`config.mk`:
```
export PLATFORM = sky130hd
export DESIGN_NAME = multu_hilo
export DESIGN_NICKNAME = d
export VERILOG_FILES = /design/src/rtl/multu_hilo.sv
export SDC_FILE = /design/constraint.sdc
export NUM_CORES = 1
export LEC_CHECK = 0
export CAP_MARGIN = 20
export CORE_MARGIN = 2
export CORE_UTILIZATION = 42
export DETAILED_ROUTE_END_ITERATION = 6
export PLACE_DENSITY = 0.64
export SLEW_MARGIN = 25
export SYNTH_ARGS = -nofsm -noshare
export SYNTH_HDL_FRONTEND = slang
export SYNTH_SLANG_ARGS = --single-unit
```
`constraint.sdc`:
```
create_clock -name clk -period 7.58 [get_ports clk]
set_clock_uncertainty 0.15 [all_clocks]
set_input_delay 0.758 -clock clk [delete_from_list [all_inputs] [get_ports clk]]
set_output_delay 0.758 -clock clk [all_outputs]
set_load 0.05 [all_outputs]
```
`src/rtl/multu_hilo.sv`:
```
// multu_hilo: sequential 32-iteration unsigned shift-add multiplier committing into HI/LO
module multu_hilo #(
    parameter int WIDTH = 32
) (
    input  logic             clk,
    input  logic             reset,
    input  logic [5:0]       sel,
    input  logic [WIDTH-1:0] dataA,
    input  logic [WIDTH-1:0] dataB,
    output logic             busy,
    output logic             done,
    output logic [WIDTH-1:0] hi,
    output logic [WIDTH-1:0] lo,
    output logic [WIDTH-1:0] dataOut
);
    localparam logic [5:0] MULTU = 6'd25;
    localparam logic [5:0] OUT   = 6'h3f;
    localparam logic [5:0] MFHI  = 6'd16;
    localparam logic [5:0] MFLO  = 6'd18;
    typedef enum logic [1:0] {IDLE, RUN, WAIT_OUT} state_t;
    state_t state, state_nx;
    logic [WIDTH-1:0]   mcand;
    logic [2*WIDTH-1:0] prod;
    logic [5:0]         count;
    logic [WIDTH:0]     sum;
    logic               keep;
    assign keep = sel == MULTU || sel == OUT;
    // one extra bit keeps the adder carry, which shifts back into the product
    assign sum = {1'b0, prod[2*WIDTH-1:WIDTH]} + {1'b0, {WIDTH{prod[0]}} & mcand};
    always_ff @(posedge clk or posedge reset)
        if (reset) state <= IDLE;
        else state <= state_nx;
    always_comb begin
        state_nx = state == IDLE ? (sel == MULTU ? RUN : IDLE)
                 : state == RUN  ? (!keep ? IDLE : count == 6'(WIDTH - 1) ? WAIT_OUT : RUN)
                 : (state == WAIT_OUT && sel == MULTU) ? WAIT_OUT : IDLE;
    end
    always_ff @(posedge clk or posedge reset)
        if (reset) begin
            mcand <= '0;
            prod  <= '0;
            count <= '0;
            hi    <= '0;
            lo    <= '0;
        end else begin
            if (state == IDLE && sel == MULTU) begin
                mcand <= dataA;
                prod  <= {{WIDTH{1'b0}}, dataB};
                count <= '0;
            end else if (state == RUN && keep) begin
                prod  <= {sum, prod[WIDTH-1:1]};
                count <= count + 6'd1;
            end
            if (state == WAIT_OUT && sel == OUT) begin
                hi <= prod[2*WIDTH-1:WIDTH];
                lo <= prod[WIDTH-1:0];
            end
        end
    always_comb begin
        busy    = state == RUN;
        done    = state == WAIT_OUT;
        dataOut = sel == MFHI ? hi : sel == MFLO ? lo : '0;
    end
endmodule

```
* Word level (Yosys, flattened, before mapping) *
Index checks and enable logic that the tools add are counted.

storage, ports and cells
  register bits after elaboration = 168
  bits of input ports = 72

operators by class
  add/subtract/negate cells = 2
  equality and inequality tests = 7
  muxes and demuxes = 12
  bitwise operators = 1
  reductions and logical operators = 7

operators by type and width
  kind                                                                    count
  64-bit two-way mux                                                      2
  32-bit two-way mux                                                      2
  32-bit by 32-bit adder with 33-bit output                               1
  32-bit bitwise AND                                                      1
  6-bit by 5-bit equality test with 1-bit output (second input constant)  4
  6-bit two-way mux                                                       2
  2-bit two-way mux                                                       5
  6-bit by 1-bit adder with 6-bit output (second input constant)          1
  6-bit equality test (second input constant)                             1
  1-bit logical AND                                                       4
  2-bit by 1-bit equality test with 1-bit output (second input constant)  1
  2-bit equality test (second input constant)                             1
  2-bit zero test                                                         1
  2-bit nonzero test                                                      1
  1-bit logical OR                                                        1
  1-bit two-way mux                                                       1

* Logic depth before layout (Yosys ltp) *
Gate-level depths: netlist of the first run.

  word-level depth = 5
  depth in mapped cells = 12

* Least setup slack after synthesis of the first run *
No wires, ideal clock.

  kind = input to output
  from = in sel[1]
  to = out dataOut[10]
  arrival = 2.269 ns
  data required time = 6.672 ns
  setup slack = 4.403 ns
  cell stages on the path = 4
  path buffers = 2
  path through = clkbuf_1 -> clkbuf_1 -> mux2i_1 -> nor2_1

on the way
  longest elaborated chain between the ends = 3
  elaborated cells on any way between the ends = 4
  classes of those cells = eq/ne (2); mux (2)

RTL lines
  item                                            RTL line  source
  from (decl)                                     7         input logic [5:0] sel,
  6-bit by 5-bit equality test with 1-bit output  62        dataOut = sel == MFHI ? hi : sel == MFLO ? lo : '0;
  32-bit two-way mux                              62
  32-bit two-way mux *                            62
  to (decl)                                       14        output logic [WIDTH-1:0] dataOut

Every way passes the cells marked *; elsewhere a longest branch is shown, timed or not.

* Worst setup path after layout of the first run *
  from = in sel[5]
  to = out dataOut[1]

Same word-level chain as after synthesis.

==> metrics, run 1 <==
status=finished clean; total number of vias=around 6.6k; P_leak=approximately 5.3 nW; top_reg_cell synth=dfrtp_1; core area=~0.02 mm²; Max-Cap Viols=0; Slew Limit Fails=0; asr flop ratio synth=100%; worst-case vdd ir drop=0.138 mV; adder-cell share of the synthesized area=under 10%; Syn-to-layout area delta=28.9%; Post-Syn Area=~0.0088 mm²; Finish-stage setup viols=0; IO buf count=between 150 and 200; CP Class=in -> out; wire per inst=between 15 and 20 µm; # fillers=between 1.5k and 2k; Synth Area in Compound Gates=between 10 and 15%; final antenna-violating net count=0; vias in the first global route=~6.5k; Die H=149 µm; first-pass GRT wire length=35,500 µm; Setup TNS Final=0 ns; detailed-router iteration count before antenna repair=4; clk buf depth=2; # nets final=1,064; total track usage=slightly above 20%; mux share of post-synthesis cell area=~16%; CTS Sinks=roughly 170; syn_nets=~900; Seq/Total Area, Yosys=a little under half; RSZ-0062 raised after global routing=no; worst hold-check path type=reg -> reg; Clock Tree Root=clkbuf_16; HP Start=mcand[9]; PwrDens=~190 mW/mm²; final worst-path cycle share=around 53%; Crit. Startpoint=sel[5]; Startpoint Class=primary input; CTS tree=built; Slew headroom=a little under a third; die width=between 100 and 150 µm; layout cell share with drive strength beyond 1=between 10% and 20%; Synth Area in Simple Gates=11.9%; main combinational cell family by area after synthesis=multiplexers; diode count=0; CP max FO=32; Final Routed Wirelength=~22,000 µm; H-Tree Depth=4; Crit Reg-Reg Startpoint=prod[0]; synthesized flop and latch total=~170; Post-Place Setup Slack=about 3.4 ns; initial drt markers=332; Worst Path Required=6.67 ns; FMAX=0.249 GHz; Synth Warn #=0; syn avg cell area=between 10 and 15 µm²; post-detail-place hpwl=~16,000 µm; Layout Utilization=55.5%; most frequent cells in the layout=clkdlybuf4s50_1 (168), dfrtp_1 (167), mux2_2 (96), nand2_1 (87), nor2_1 (50); detail-routed via count per cell=about 5.3; worst-margin pin slew=around 1.0 ns; DRC viols=0; Worst Setup End Kind=output port; setup ws final=3.56 ns; Gates resized, CTS repair=0; Post-synth EDFFs=0; largest net degree at the start of global routing=approximately 100; Starting Density=approximately 43%; DIE AREA=0.0221 mm²; Worst EP arrival=~3.1 ns; Post-CTS Setup Bufs=0; Final Critical Period=4.02 ns; io pins=between 150 and 200; post-synthesis cell type count=54; gate count of the mapped netlist=just over 800; Post-CTS Hold Buffers=0; Post-Synth XOR/XNOR Area=3.00%; clock slew at reported path FFs=0.07 ns; final hold vios=0; Num CTS Buffers=17; most common cell after layout, fill and taps aside=clkdlybuf4s50_1; clk_lat worst skew=about 0.42 ns; GPL Wtd Cong=about 0.88; Overflow after GRT=0; total power=0.00210 W; initial antenna violation count=0; # rows=52
## Yosys cell counts (15+ instances only)
cell	count	area share, %
a22oi_1	31	2.7
nand2_1	88	3.8
a22o_1	27	2.7
dfrtp_1	168	48
clkbuf_1	26	1.1
xor2_1	15	1.5
mux2_2	96	12
o21ai_0	16	0.91
nor2_1	51	2.2
a21oi_1	39	2.2
mux2i_1	33	3.8
ha_1	33	4.7
and2_1	33	2.4
xnor2_1	15	1.5
## cells by family (layout without fill, tap and decap cells)
family,after synthesis,after routing
DFF,168,168
buffers and inverters,53,217
AOI/OAI and AO/OA,168,168
muxes,129,129
adders and majority gates,34,34
and+or+nand+nor,225,225
xor gates and xnor gates,30,30
## metrics by stage
stage | cell area (µm²) | instances | hold WS, ns
2_1_floorplan | 8770 | 807 | 0.313
6_report | 11300 | 1241 | 0.347
3_5_place_dp | 10700 | 1209 | 0.338
5_1_grt | 11300 | 1241 | 0.360
4_1_cts | 11300 | 1241 | 0.353
3_3_place_gp | 10700 | 1209 | 0.332
## state kept, by name, indices dropped and copies added (netlist names)
name / count
hi: 32
prod: 64
lo: 32
mcand: 32
state: 2
count: 6
## power by group
group          leakage (nW)  internal, W  switching (W)
registers              2.27     0.000964      0.0000488
clock network         0.288     0.000522       0.000365
logic                  2.71     0.000108      0.0000960
total                  5.27      0.00159       0.000509
## layer usage
| metal | GRT usage, % | vias up | share of wire, % |
|---|---|---|---|
| li1 | - | 3206 | - |
| met1 | 30.1 | 3189 | 49 |
| met2 | 30.8 | 156 | 45 |
| met3 | 3.22 | 28 | 4.0 |
| met4 | 7.10 | 0 | 2.2 |
| met5 | 0 | - | 0 |
## path summary, 6_finish.rpt
path                       slack (ns)    endpoint  depth (start not counted)
max in group asynchronous        5.04     prod[0]                          3
hold / removal                   0.35    mcand[9]                          1
min in group asynchronous        0.73       lo[7]                          2
setup / recovery                 3.56  dataOut[1]                          5
hold reg to reg                  0.35    mcand[9]                          1
setup reg to reg                 3.83    prod[59]                         11
## critical path: stages
cell and delay, ns:
clkdlybuf4s50_1 0.45, nor4_1 0.38, nand2_2 0.44, nor2_1 0.24
clkdlybuf4s50_1 0.83
## layout make-up
type	instances	area (µm²)	area share [%]
tap	270	338	2.99
multi-input combinational	586	4380	38.7
sequential	168	4210	37.2
timing repair buffer	176	1740	15.4
clock inverter	13	171	1.52
inverter	9	38.8	0.343
clock buffer	19	433	3.83
Power figures use the tool's default switching activity.
==> run 2: changes to the inputs <==
- clock period: 7.58 -> 3.9 ns (I/O delays scaled with it)
==> run 2 against run 1 <==
Effect of this change:
- routed wire length up 0.23%
- worst hold slack worse by 0.0080 ns
- sequential share of layout area about the same
- sequential cell count unchanged
- non-clock buffer count up 4
- die area unchanged
- final cell count up 0.32%
- via count about the same
- critical path depth up 6
- first-iteration DRC count up 20%
- global-route usage about the same
==> metrics, run 2 (synthesis gave the netlist of run 1 again) <==
Setup TNS Final=0 ns (unchanged); clk_lat worst skew=0.43 ns (was 0.42 ns); detailed-router iteration count before antenna repair=4 (unchanged); DIE AREA=0.0221 mm² (unchanged); worst-margin pin slew=1.01 ns (was 1.02 ns); GR Util met3=3.80% (was 3.22%); Max-Cap Viols=0 (unchanged); placed cell count=1,213 (was 1,209); total track usage=20.5% (about the same); M2 GR Usage=30.4% (was 30.8%); Starting Density=43.1% (unchanged); largest net degree at the start of global routing=169 (was 101); clock slew at reported path FFs=0.08 ns (was 0.07 ns); Num CTS Buffers=17 (unchanged); PwrDens=355 mW/mm² (was 186 mW/mm²); GPL Wtd Cong=0.847 (was 0.880); Post-CTS Setup Bufs=0 (unchanged); critical path's slowest cell=fa_1 (was clkdlybuf4s50_1); CTS Sinks=168 (unchanged); Worst Path Required=4.06 ns (was 6.67 ns); first-pass GRT wire length=35,500 µm (about the same); clk buf depth=2 (unchanged); P_leak=5.29 nW (was 5.27 nW); diode count=0 (unchanged); Startpoint Class=register (was primary input); Clock Tree Root=clkbuf_16 (unchanged); detail-routed via count per cell=5.28 (was 5.30); final hold vios=0 (unchanged); most frequent cells in the layout=dfrtp_1 (168), clkdlybuf4s50_1 (167), mux2_2 (96), nand2_1 (88), nor2_1 (50) (was clkdlybuf4s50_1 (168), dfrtp_1 (167), mux2_2 (96), nand2_1 (87), nor2_1 (50)); GR met1 Demand/Resource=30.9% (was 30.1%); H-Tree Depth=4 (unchanged); max reg flops=64 (unchanged); # nets final=1,068 (was 1,064); Overflow after GRT=0 (unchanged); Gates resized, CTS repair=0 (unchanged); status=finished clean (unchanged); core area=0.0204 mm² (unchanged); CTS tree=built (unchanged); Syn-to-layout area delta=29.0% (was 28.9%); post-detail-place hpwl=15,600 µm (was 15,500 µm); Worst EP arrival=3.59 ns (was 3.11 ns); Largest stage delay, worst path=0.43 ns (was 0.83 ns); Final Critical Period=between 3 and 4 ns; final worst-path cycle share=87.9%; WP buf/inv=1 (was 2); DRC viols=0 (unchanged); Cell Chain, Critical Path=buf_4 > and2_1 > fa_1 > a21o_1 > a221oi_2 > a311o_1 > a21boi_2 > o41ai_4 > o41ai_2 > xor2_1 > a22o_1 (was clkdlybuf4s50_1 > nor4_1 > nand2_2 > nor2_1 > clkdlybuf4s50_1); # rows=52 (unchanged); Slew Limit Fails=0 (unchanged); Worst Setup End Kind=register (was output port); final antenna-violating net count=0 (unchanged); vias in the first global route=6,435 (was 6,502); CP max FO=31 (was 32); Finished Layout Cells=1,245 (was 1,241); Final Routed Wirelength=21,800 µm (about the same); grt peak-use layer=met1 (was met2); Die H=149 µm (unchanged); total number of vias=6,573 (was 6,579); worst hold-check path type=in -> async (was reg -> reg); worst-case vdd ir drop=0.280 mV (was 0.138 mV); FMAX=0.292 GHz; Post-CTS Hold Buffers=0 (unchanged); most common cell after layout, fill and taps aside=dfrtp_1 (was clkdlybuf4s50_1); Slew headroom=33.0% (was 31.8%); initial drt markers=397 (was 332); RSZ-0062 raised after global routing=no (unchanged); Finish-stage setup viols=0 (unchanged); CP Class=reg -> reg (was in -> out); die width=149 µm (unchanged); io pins=170 (unchanged); wire per inst=17.5 µm (about the same); Crit path max-delay family=compound AO/OA/AOI/OAI gates (was buffers and inverters); layout cell share with drive strength beyond 1=15.4% (was 14.9%); total power=0.00402 W (was 0.00210 W); IO buf count=169 (unchanged); Biggest register=prod (unchanged); initial antenna violation count=0 (unchanged)
==> run 2: cell types whose count changed in the layout (fill, tap and decap cells not counted), sizes merged, moves of 2 or more <==
cell / previous run / this run
clkbuf: 19 / 17
bufinv: 3 / 0
buf: 8 / 13
inv: 11 / 18
==> run 2: final timing paths <==
| path | slack, ns | startpoint | to | cells past startpoint |
|---|---|---|---|---|
| max in group asynchronous | 2.42 | reset | state[0] | 3 |
| max reg2reg | 0.47 | prod[0] | prod[59] | 11 |
| min | 0.34 | reset | lo[24] | 3 |
| min reg2reg | 0.35 | mcand[19] | mcand[19] | 1 |
| min in group clk | 0.35 | mcand[19] | mcand[19] | 1 |
| max | 0.47 | prod[0] | prod[59] | 11 |
==> run 2: worst reg2reg max path, stage by stage, from the launching register on <==
cell and delay, ns:
dfrtp_1 0.40, buf_4 0.22, and2_1 0.21, fa_1 0.43
a21o_1 0.22, a221oi_2 0.37, a311o_1 0.29, a21boi_2 0.10
o41ai_4 0.43, o41ai_2 0.15, xor2_1 0.15, a22o_1 0.19
==> run 2: layout make-up <==
type	count	area, µm²
well taps	270	338
flip-flops and latches	168	4200
multi-input cells	586	4380
inverters	9	37.5
clock buffers	17	425
clock inverters	15	153
fillers	1844	9050
repair buffers	180	1780
==> run 2: routing by layer <==
| metal | share of wire (%) | wire length [µm] |
|---|---|---|
| met1 | 50 | 11000 |
| met2 | 44 | 9670 |
| met3 | 4.0 | 878 |
| met4 | 1.2 | 272 |
| met5 | 0 | 0 |
==> run 2: stage by stage <==
stage          setup WS, ns  utilization (%)  hold WS, ns  cell area (µm²)
2_1_floorplan         0.808                -        0.313             8770
3_3_place_gp          0.534             52.7        0.332            10700
3_5_place_dp          0.495             52.7        0.337            10700
4_1_cts               0.462             55.6        0.354            11300
5_1_grt               0.258             55.6        0.364            11300
6_report              0.472             55.6        0.339            11300
==> run 2: power breakdown <==
part / leakage (nW) / switching, W / internal, W
Combinational: 2.73 / 0.000203 / 0.000215
Sequential: 2.28 / 0.0000808 / 0.00187
Clock: 0.287 / 0.000789 / 0.000856
Total: 5.29 / 0.00107 / 0.00294
==> run 3: changes to the inputs <==
- CTS_BUF_LIST: not set -> sky130_fd_sc_hd__clkbuf_8 sky130_fd_sc_hd__clkbuf_16
- GPL_TIMING_DRIVEN: not set -> 0
- SKIP_LAST_GASP: not set -> 1
==> run 3 against run 2 <==
Effect of this change:
- sequential cell count did not move
- critical endpoint unchanged
- total power rose by 3.4%
- die area did not move
==> metrics, run 3 (synthesis gave the netlist of run 1 again) <==
status=finished clean (unchanged); GR Util met3=3.01% (was 3.80%); R2R setup slack=0.30 ns (was 0.47 ns); die width=149 µm (unchanged); post-route cell area=0.0116 mm² (was 0.0113 mm²); DRC viols=0 (unchanged); PwrDens=359 mW/mm² (was 355 mW/mm²); worst hold-check path type=in -> async (unchanged); max reg flops=64 (unchanged); IO buf count=168 (was 169); Crit Reg-Reg Startpoint=prod[0] (unchanged); Overflow after GRT=0 (unchanged); Worst Path Required=4.06 ns (about the same); Final Routed Wirelength=23,100 µm (was 21,800 µm); Largest stage delay, worst path=0.51 ns (was 0.43 ns); layout cell share with drive strength beyond 1=14.7% (was 15.4%); final hold vios=0 (unchanged); io pins=170 (unchanged); Clock Power Share=42.3% (was 41.0%); # rows=52 (unchanged); critical path's slowest cell=dfrtp_1 (was fa_1); initial drt markers=385 (was 397); M2 GR Usage=34.6% (was 30.4%); Final Critical Period=3.60 ns (was 3.43 ns); Worst Setup End Kind=register (unchanged); worst-case vdd ir drop=0.270 mV (was 0.280 mV); clk_lat worst skew=0.42 ns (was 0.43 ns); Num CTS Buffers=17 (unchanged); core area=0.0204 mm² (unchanged); Cell Int Power=0.00319 W (was 0.00294 W); diode count=0 (unchanged); Max-Cap Viols=0 (unchanged); CTS Sinks=168 (unchanged); # nets final=1,107 (was 1,068); clk buf depth=2 (unchanged); Slew Limit Fails=0 (unchanged); Post-CTS Setup Bufs=0 (unchanged); total track usage=21.6% (was 20.5%); DP Area=0.0110 mm² (was 0.0107 mm²); wire per inst=18.0 µm (was 17.5 µm); Biggest register=prod (unchanged); P_leak=5.41 nW (was 5.29 nW); final worst-path cycle share=92.4% (was 87.9%); placed cell count=1,252 (was 1,213); detail-routed via count per cell=5.38 (was 5.28); Sw Share=23.3% (was 26.7%); post-detail-place hpwl=17,900 µm (was 15,600 µm); final antenna-violating net count=0 (unchanged); Worst Reg2Reg Path Length in Cells=11 (unchanged); most frequent cells in the layout=dfrtp_1 (168), clkdlybuf4s50_1 (168), mux2_2 (96), nand2_1 (88), nor2_1 (51) (was dfrtp_1 (168), clkdlybuf4s50_1 (167), mux2_2 (96), nand2_1 (88), nor2_1 (50)); Psw=0.000967 W (was 0.00107 W); Post-CTS Hold Buffers=0 (unchanged); Finished Layout Cells=1,282 (was 1,245); vias in the first global route=6,721 (was 6,435); Syn-to-layout area delta=32.0% (was 29.0%); Cell Chain, Critical Path=clkbuf_1 > and2_1 > ha_1 > a21o_1 > a221oi_2 > a311o_1 > a21boi_2 > o41ai_4 > o41ai_2 > xor2_1 > a22o_1 (was buf_4 > and2_1 > fa_1 > a21o_1 > a221oi_2 > a311o_1 > a21boi_2 > o41ai_4 > o41ai_2 > xor2_1 > a22o_1); largest net degree at the start of global routing=31 (was 169); Slew headroom=46.0% (was 33.0%); total number of vias=6,902 (was 6,573); FMAX=0.278 GHz (was 0.292 GHz); Clock Tree Root=clkbuf_16 (unchanged); GPL Wtd Cong=0.840 (was 0.847); combinational share of power=10.5% (was 10.4%); RSZ-0062 raised after global routing=no (unchanged); initial antenna violation count=0 (unchanged); Gates resized, CTS repair=0 (unchanged); Flop pwr share=47.2% (was 48.6%); worst-margin pin slew=0.807 ns (was 1.01 ns); Worst EP arrival=3.76 ns (was 3.59 ns); Die H=149 µm (unchanged); clock slew at reported path FFs=0.06 ns (was 0.08 ns); detailed-router iteration count before antenna repair=5 (was 4); H-Tree Depth=4 (unchanged); CP max FO=10 (was 31); Finish-stage setup viols=0 (unchanged); first-pass GRT wire length=37,300 µm (was 35,500 µm); grt peak-use layer=met2 (was met1); CTS tree=built (unchanged); Starting Density=43.1% (unchanged); GR met1 Demand/Resource=30.9% (about the same); total power=0.00415 W (was 0.00402 W); DIE AREA=0.0221 mm² (unchanged); worst r2r dst=prod[59] (unchanged); Startpoint Class=register (unchanged); CP Class=reg -> reg (unchanged)
run 3: power by group through the flow:
stage | Sequential, W | Combinational [W] | Clock (W)
after detailed placement | 0.00199 | 0.000441 | 0
after global placement | 0.00199 | 0.000411 | 0
after floorplan | 0.00196 | 0.000285 | 0
final | 0.00196 | 0.000437 | 0.00175
after CTS | 0.00196 | 0.000445 | 0.00179
after global routing | 0.00198 | 0.000495 | 0.00186
run 3: through the flow:
step	hold slack [ns]	setup slack (ns)	setup TNS (ns)	utilization [%]
6_report	0.0872	0.297	0	56.8
3_5_place_dp	0.335	0.295	0	53.8
4_1_cts	0.0866	0.272	0	56.8
2_1_floorplan	0.313	0.808	0	-
3_3_place_gp	0.333	-0.234	-36.76	53.0
5_1_grt	0.100	0.0336	0	56.8
run 3: how the worst max path moves through the flow:
stage | start | endpoint | slack [ns]
floorplan | prod[0] | prod[59] | 0.81
global placement | reset | mcand[8] | -0.23
detailed placement | prod[0] | prod[59] | 0.29
CTS | prod[0] | prod[59] | 0.27
global route | prod[0] | prod[59] | 0.03
finish | prod[0] | prod[59] | 0.30
run 3: final cells by class:
| class | count | area, µm² |
|---|---|---|
| Buffer | 44 | 179 |
| Clock buffer | 22 | 494 |
| Clock inverter | 8 | 120 |
| Fill cell | 1781 | 8790 |
| Inverter | 9 | 37.5 |
| Multi-Input combinational cell | 586 | 4360 |
| Sequential cell | 168 | 4200 |
| Tap cell | 270 | 338 |
| Timing Repair Buffer | 175 | 1840 |
run 3: worst max-delay path: cells and delay by family, from the launching register on:
kind	cells	cell delay, ns
buffers and inverters	1	0.32
flip-flops	1	0.51
XOR/XNOR	1	0.16
AND/OR/NAND/NOR	1	0.18
AO/OA/AOI/OAI	7	1.89
adder cells (fa/ha/maj)	1	0.28
run 3: layer usage:
layer	wire length (µm)	share of wire, %
met5	0	0
met4	353	1.5
met3	841	3.6
met2	10900	47
met1	11000	48
